## src/rtl/mem_buffer_pkg.sv

```systemverilog
// mem_buffer_pkg: definitions shared by mem_buffer and mem_unbuffer.
// Holds the unload FSM state encoding, counter sizing helper and default
// word/window geometry.
package mem_buffer_pkg;

  localparam int unsigned DEF_WIDTH  = 5;
  localparam int unsigned DEF_LENGTH = 5;

  typedef enum logic {
    IDLE = 1'b0,
    SEND = 1'b1
  } state_t;

  // Counter width for n words; never below one bit so length=1 still builds.
  function automatic int unsigned clog2_min1(input int unsigned n);
    return (n <= 2) ? 1 : $clog2(n);
  endfunction

endpackage

```

## src/rtl/mem_unbuffer_if.sv

```systemverilog
// mem_unbuffer_if: load-side window handshake plus word-serial output stream.
// out_last exists only when MEM_UNBUFFER_LAST_EN is defined.
interface mem_unbuffer_if
  import mem_buffer_pkg::*;
#(
  parameter int unsigned width  = DEF_WIDTH,
  parameter int unsigned length = DEF_LENGTH
);

  logic                      load_valid;
  logic                      load_ready;
  logic [width*length-1:0]   data_in;
  logic                      out_valid;
  logic                      out_ready;
  logic [width-1:0]          data_out;
`ifdef MEM_UNBUFFER_LAST_EN
  logic                      out_last;
`endif

  // Producer of windows and consumer of words.
  modport master (
    output load_valid, data_in, out_ready,
    input  load_ready, out_valid, data_out
`ifdef MEM_UNBUFFER_LAST_EN
    , input out_last
`endif
  );

  // The unloader itself.
  modport slave (
    input  load_valid, data_in, out_ready,
    output load_ready, out_valid, data_out
`ifdef MEM_UNBUFFER_LAST_EN
    , output out_last
`endif
  );

endinterface

```

## src/rtl/mem_unbuffer.sv

```systemverilog
// mem_unbuffer: accepts a flattened width*length window in one handshake and
// emits its words MSB-first, one per accepted beat.
// Optional feature: MEM_UNBUFFER_LAST_EN adds out_last on the final word.
module mem_unbuffer
  import mem_buffer_pkg::*;
#(
  parameter int unsigned width  = DEF_WIDTH,
  parameter int unsigned length = DEF_LENGTH
) (
  input  logic           clk,
  input  logic           rst,
  mem_unbuffer_if.slave  bus
);

  localparam int unsigned CW = clog2_min1(length);
  localparam logic [CW-1:0] LAST = CW'(length - 1);

  state_t                  r_state;
  logic                    r_load_ready;
  logic                    r_out_valid;
  logic [CW-1:0]           r_cnt;
  logic [width*length-1:0] r_sr;

  // Load/send FSM with counter, shift register and registered handshake flags.
  always_ff @(posedge clk or posedge rst) begin
    if (rst) begin
      r_state      <= IDLE;
      r_load_ready <= 1'b1;
      r_out_valid  <= 1'b0;
      r_cnt        <= '0;
      r_sr         <= '0;
    end else begin
      case (r_state)
        IDLE: begin
          if (bus.load_valid) begin
            r_sr         <= bus.data_in;
            r_cnt        <= '0;
            r_state      <= SEND;
            r_load_ready <= 1'b0;
            r_out_valid  <= 1'b1;
          end
        end
        SEND: begin
          if (bus.out_ready) begin
            r_sr <= r_sr << width;
            if (r_cnt == LAST) begin
              r_cnt        <= '0;
              r_state      <= IDLE;
              r_load_ready <= 1'b1;
              r_out_valid  <= 1'b0;
            end else begin
              r_cnt <= r_cnt + CW'(1);
            end
          end
        end
        default: begin
          r_state      <= IDLE;
          r_load_ready <= 1'b1;
          r_out_valid  <= 1'b0;
          r_cnt        <= '0;
        end
      endcase
    end
  end

  assign bus.load_ready = r_load_ready;
  assign bus.out_valid  = r_out_valid;
  assign bus.data_out   = r_sr[width*length-1 -: width];

`ifdef MEM_UNBUFFER_LAST_EN
  assign bus.out_last = r_out_valid && (r_cnt == LAST);
`endif

endmodule

```

## src/flat_wrapper.sv

```systemverilog
// flat-port wrapper written by rule: the top's interface ports become plain ports
module mem_unbuffer_flat import mem_buffer_pkg::*;
#(
  parameter int unsigned width  = DEF_WIDTH,
  parameter int unsigned length = DEF_LENGTH
)
  (clk, rst, bus_load_valid, bus_data_in, bus_out_ready, bus_load_ready, bus_out_valid, bus_data_out);
  mem_unbuffer_if #(.width(width), .length(length)) bus_i ();
  input  logic clk;
  input  logic rst;
  input wire logic [$bits(bus_i.load_valid)-1:0] bus_load_valid;
  input wire logic [$bits(bus_i.data_in)-1:0] bus_data_in;
  input wire logic [$bits(bus_i.out_ready)-1:0] bus_out_ready;
  output wire logic [$bits(bus_i.load_ready)-1:0] bus_load_ready;
  output wire logic [$bits(bus_i.out_valid)-1:0] bus_out_valid;
  output wire logic [$bits(bus_i.data_out)-1:0] bus_data_out;
  assign bus_i.load_valid = bus_load_valid;
  assign bus_i.data_in = bus_data_in;
  assign bus_i.out_ready = bus_out_ready;
  assign bus_load_ready = bus_i.load_ready;
  assign bus_out_valid = bus_i.out_valid;
  assign bus_data_out = bus_i.data_out;
  mem_unbuffer #(.width(width), .length(length)) u_core (.clk(clk), .rst(rst), .bus(bus_i));
endmodule
```

## config.mk

```make
export PLATFORM = sky130hd
export DESIGN_NAME = mem_unbuffer_flat
export DESIGN_NICKNAME = d
export VERILOG_FILES = /design/src/rtl/mem_buffer_pkg.sv /design/src/rtl/mem_unbuffer_if.sv /design/src/rtl/mem_unbuffer.sv /design/src/flat_wrapper.sv
export SDC_FILE = /design/constraint.sdc
export NUM_CORES = 1
export LEC_CHECK = 0
export CAP_MARGIN = 20
export CORE_UTILIZATION = 52
export DETAILED_ROUTE_END_ITERATION = 16
export HOLD_SLACK_MARGIN = 0.06
export PLACE_DENSITY = 0.91
export SLEW_MARGIN = 10
export SYNTH_ARGS = -nofsm -noshare
export SYNTH_HDL_FRONTEND = slang
export SYNTH_SLANG_ARGS = --single-unit
```

## constraint.sdc

```tcl
create_clock -name clk -period 1.95 [get_ports clk]
set_input_delay 0.2925 -clock clk [delete_from_list [all_inputs] [get_ports clk]]
set_output_delay 0.2925 -clock clk [all_outputs]
set_load 0.05 [all_outputs]
```

Word level (Yosys, flattened, before mapping). Index checks and enable logic that the tools add are counted.

Output and inout port bits: 7. Register bits after elaboration: 31.

$add $sub $neg: 1. Equality and inequality tests: 4. Mux-type cells: 19. Bitwise operators: 1. Reduce and logical (&&, ||, !) cells: 2.

Operator list (count): 25-bit two-way mux (2); 25-bit one-hot mux with 2 select lines (1); 1-bit two-way mux (9); 3-bit two-way mux (3); 2-bit inequality test (second input constant) (3); 1-bit one-hot mux with 2 select lines (3); 3-bit one-hot mux with 2 select lines (1); 3-bit by 1-bit adder with 3-bit output (second input constant) (1); 3-bit == test (second input constant) (1); 3-bit AND reduction (1); 2-bit AND reduction (1); 1-bit inverter (1).

Depth between registers and ports, before layout.
Depth in word-level cells: 4. Depth in mapped cells: 5. Mapped depth without buffers: 5.

Least setup slack after synthesis. No wires, ideal clock.

Path type: register to register. From: register u_core.r_state. To: register u_core.r_sr[16]. Stages on the path, launching flop included: 5. Path buffers: 2. Required time: 1823 ps. Library setup time: 127 ps. Slack: 859 ps. Data arrival time: 964 ps. Cells stage by stage: dfrtp_1 > buf_4 > mux2i_4 > clkbuf_2 > o21ai_0.

Cells in the longest elaborated chain, start to end: 3.

Ends and longest elaborated chain: start: declaration (RTL line mem_unbuffer.sv:18) `state_t r_state;`; start signal: assignment (RTL line mem_unbuffer.sv:27) `r_state <= IDLE;`; start signal: assignment (RTL line mem_unbuffer.sv:38) `r_state <= SEND;`; start signal: assignment (RTL line mem_unbuffer.sv:48) `r_state <= IDLE;`; 1-bit inverter (RTL line mem_unbuffer.sv:33) `case (r_state)`; 2-bit inequality test (no source line); 2-bit AND reduction (no source line); end signal: assignment (RTL line mem_unbuffer.sv:36) `r_sr <= bus.data_in;`; end signal: assignment (RTL line mem_unbuffer.sv:45) `r_sr <= r_sr << width;`; end: declaration (RTL line mem_unbuffer.sv:22) `logic [width*length-1:0] r_sr;`.

Parallel ways exist; a longest one is shown, timed or not. A chain may end at the register's enable or synchronous reset.

Worst setup path after layout.
From: register u_core.r_out_valid, in the netlist u_core.bus.out_valid. To: output bus_out_valid.

RTL lines: start: declaration (RTL line mem_unbuffer.sv:20) `logic r_out_valid;`; start signal: assignment (RTL line mem_unbuffer.sv:29) `r_out_valid <= 1'b0;`; start signal: assignment (RTL line mem_unbuffer.sv:40) `r_out_valid <= 1'b1;`; start signal: assignment (RTL line mem_unbuffer.sv:50) `r_out_valid <= 1'b0;`; end: declaration (RTL line flat_wrapper.sv:15) `output wire logic [$bits(bus_i.out_valid)-1:0] bus_out_valid;`.

No word-level cell between the ends.

==> results_dict.tcl <==
set metrics [dict create \
    status "complete, no violations" \
    reg2regPathDepth 3 \
    maxCapViolations 0 \
    worstSetupStartpointType "flop" \
    fmax_mhz 549.0 \
    ys_warn_count 0 \
    peakVddDrop_v 0.0009868 \
    p_per_area_nw_per_um2 1406 \
    grt_pass1_vias 1082 \
    synth_area_um2 1503 \
    whs_ns 0.3388 \
    setup_viol 0 \
    core-area_um2 2758 \
    cp_max_fo 3 \
    grt_max_degree 43 \
    hold_path_class "input pin to asynchronous set/reset pin" \
    crit_slowest_cell "clkdlybuf4s50_1" \
    pin_count 36 \
    reg2reg_to "u_core.r_sr[11]" \
    viasPerCell 5.271 \
    nets 213 \
    clockBufferDepth 2 \
    num_rows 19 \
    htreeDepth 2 \
    antenna_found_initial 0 \
    path_buf_inv 1 \
    cts_tree "yes" \
    synth_area_leader_cell "dfrtp_1" \
    track_usage_pct 21.25 \
    fin_crit_ns 1.821 \
    first_pass_iters 4 \
    drive_gt1_share_pct 8.743 \
    drt-total-wl_um 2846 \
    diodes 0 \
    ys_seq_elements 31 \
    grt_first_pass_wirelength_um 4974 \
    path_clk_slew_ns 0.09 \
    syn_nets 180 \
    ctsResizeCount 0 \
    vias 1128 \
    r2r_slack_ns 0.61 \
    crit_family "buffers and inverters" \
    cts_hold_buf 0 \
    die_area_um2 3109 \
    finalMaxSlewViolations 0 \
    drc 0 \
    layout_common_cells "clkdlybuf4s50_1 (34), nand2_1 (31), dfrtp_1 (30)" \
    final_common_cell "clkdlybuf4s50_1" \
    dieHeight_um 55.76 \
    hold_viol 0 \
    routedWlPerCell_um 13.30 \
    start_util_pct 54.49 \
    cp.arrival_ns 1.53 \
    timing_worst_slew_pin_value_ns 0.5046 \
    die_w_um 55.76 \
    syn_area_per_cell_um2 10.09 \
    cts_setup_buffers 0 \
    crit_chain "clkdlybuf4s50_1" \
    worst_clock_skew_ns 0.006710 \
    fin_crit_sh_pct 93.41 \
    synth_cell_type_count 20 \
    path_class "flop to output pin" \
    cts_buffers 5 \
    syn_to_final_growth_pct 26.56 \
    setup_tns_ns 0 \
    synthTopCellsByArea "dfrtp_1 (50%), mux2i_1 (13%), o21ai_0 (8.0%)" \
    gp_congestion 0.7657 \
    p_leak_nw 0.9251 \
    netlist.area_leader.share_pct 49.96 \
    r2r-start "u_core.r_state" \
    endpoint_kind "output pin" \
    dp_hpwl_um 2048 \
    clkLatencyLatePin_ns 0.33 \
    gr-total-overflow 0 \
    syn_inst 149 \
    slew_headroom_pct 66.25 \
    cts_root_buf "clkbuf_4" \
    fill_cells 236 \
    cpPeakStageDelay_ns 0.82 \
    antenna_left 0 \
    drt-initial-drc-count 26 \
    yosysSeqAreaShare_pct 51.71 \
    cts_num_sinks 31 \
    rsz0062_at_grt "no" \
    crit_required_ns 1.66 \
    io_buffers 35 \
]
per-stage QoR:
step                      setup WS, ns  utilization [%]  std cells  total power, mW  instance area (µm²)
after floorplan                 0.8590                -        149            2.022                 1503
after global placement          0.4469            66.47        206            2.196                 1833
after detailed placement        0.3942            66.47        206            2.266                 1833
after CTS                       0.1048            68.97        214            2.699                 1902
after global routing           0.05903            68.97        214            2.860                 1902
final                           0.1286            68.97        214            2.673                 1902
worst max-delay path by stage:
stage / start / to / slack, ns / cells after the start
after global placement: bus_out_ready / u_core.r_sr[17] / 0.45 / 4
final: u_core.bus.out_valid / bus_out_valid / 0.13 / 1
after detailed placement: bus_out_ready / u_core.r_sr[11] / 0.39 / 4
after floorplan: u_core.r_state / u_core.r_sr[16] / 0.86 / 4
after CTS: u_core.bus.out_valid / bus_out_valid / 0.10 / 1
after global routing: u_core.bus.out_valid / bus_out_valid / 0.06 / 1
synth_stat cells, drive strengths merged:
cell type  instances
a21oi              1
a21boi             5
clkbuf             3
nand2             31
dfstp              1
dfrtp             30
mux2i             21
inv                6
o22ai              6
buf               12
nand3              2
ha                 2
and3b              1
nor2               1
o21ai             27
worst reg2reg max path, stage by stage (launching register included):
cell	delay, ns
dfrtp_1	0.45
mux2i_4	0.25
buf_4	0.34
o21ai_0	0.17
cell families after synthesis:
family | share of synthesized area, %
multiplexers | 14.82
flip-flops | 51.71
AO/OA/AOI/OAI | 14.32
adder cells (fa/ha/maj) | 1.665
AND/OR/NAND/NOR | 9.242
buffers and inverters | 8.243
flip-flops by register name (all words and copies together), names as in the netlist:
signal	flops
u_core.bus.load_ready	1
u_core.bus.out_valid	1
u_core.r_cnt	3
u_core.r_sr	25
u_core.r_state	1
metal layers:
| metal | global-route usage, % | vias to the layer above | share of wire (%) |
|---|---|---|---|
| li1 | - | 566 | - |
| met1 | 25.04 | 516 | 44 |
| met2 | 34.08 | 42 | 47 |
| met3 | 9.535 | 4 | 7.8 |
| met4 | 8.214 | 0 | 1.6 |
| met5 | 0 | - | 0 |
layout make-up:
| class | count | area (µm²) | share of cell area (%) |
|---|---|---|---|
| inverters | 6 | 22.52 | 1.184 |
| flip-flops and latches | 31 | 777.0 | 40.86 |
| multi-input cells | 97 | 601.8 | 31.64 |
| well taps | 31 | 38.79 | 2.039 |
| repair buffers | 41 | 392.9 | 20.66 |
| clock buffers | 8 | 68.82 | 3.618 |
power by group:
part           internal (mW)  switching [mW]
logic                  0.471           0.670
registers              0.932           0.174
clock network          0.212           0.214
total                   1.62            1.06
Power figures use the tool's default switching activity.
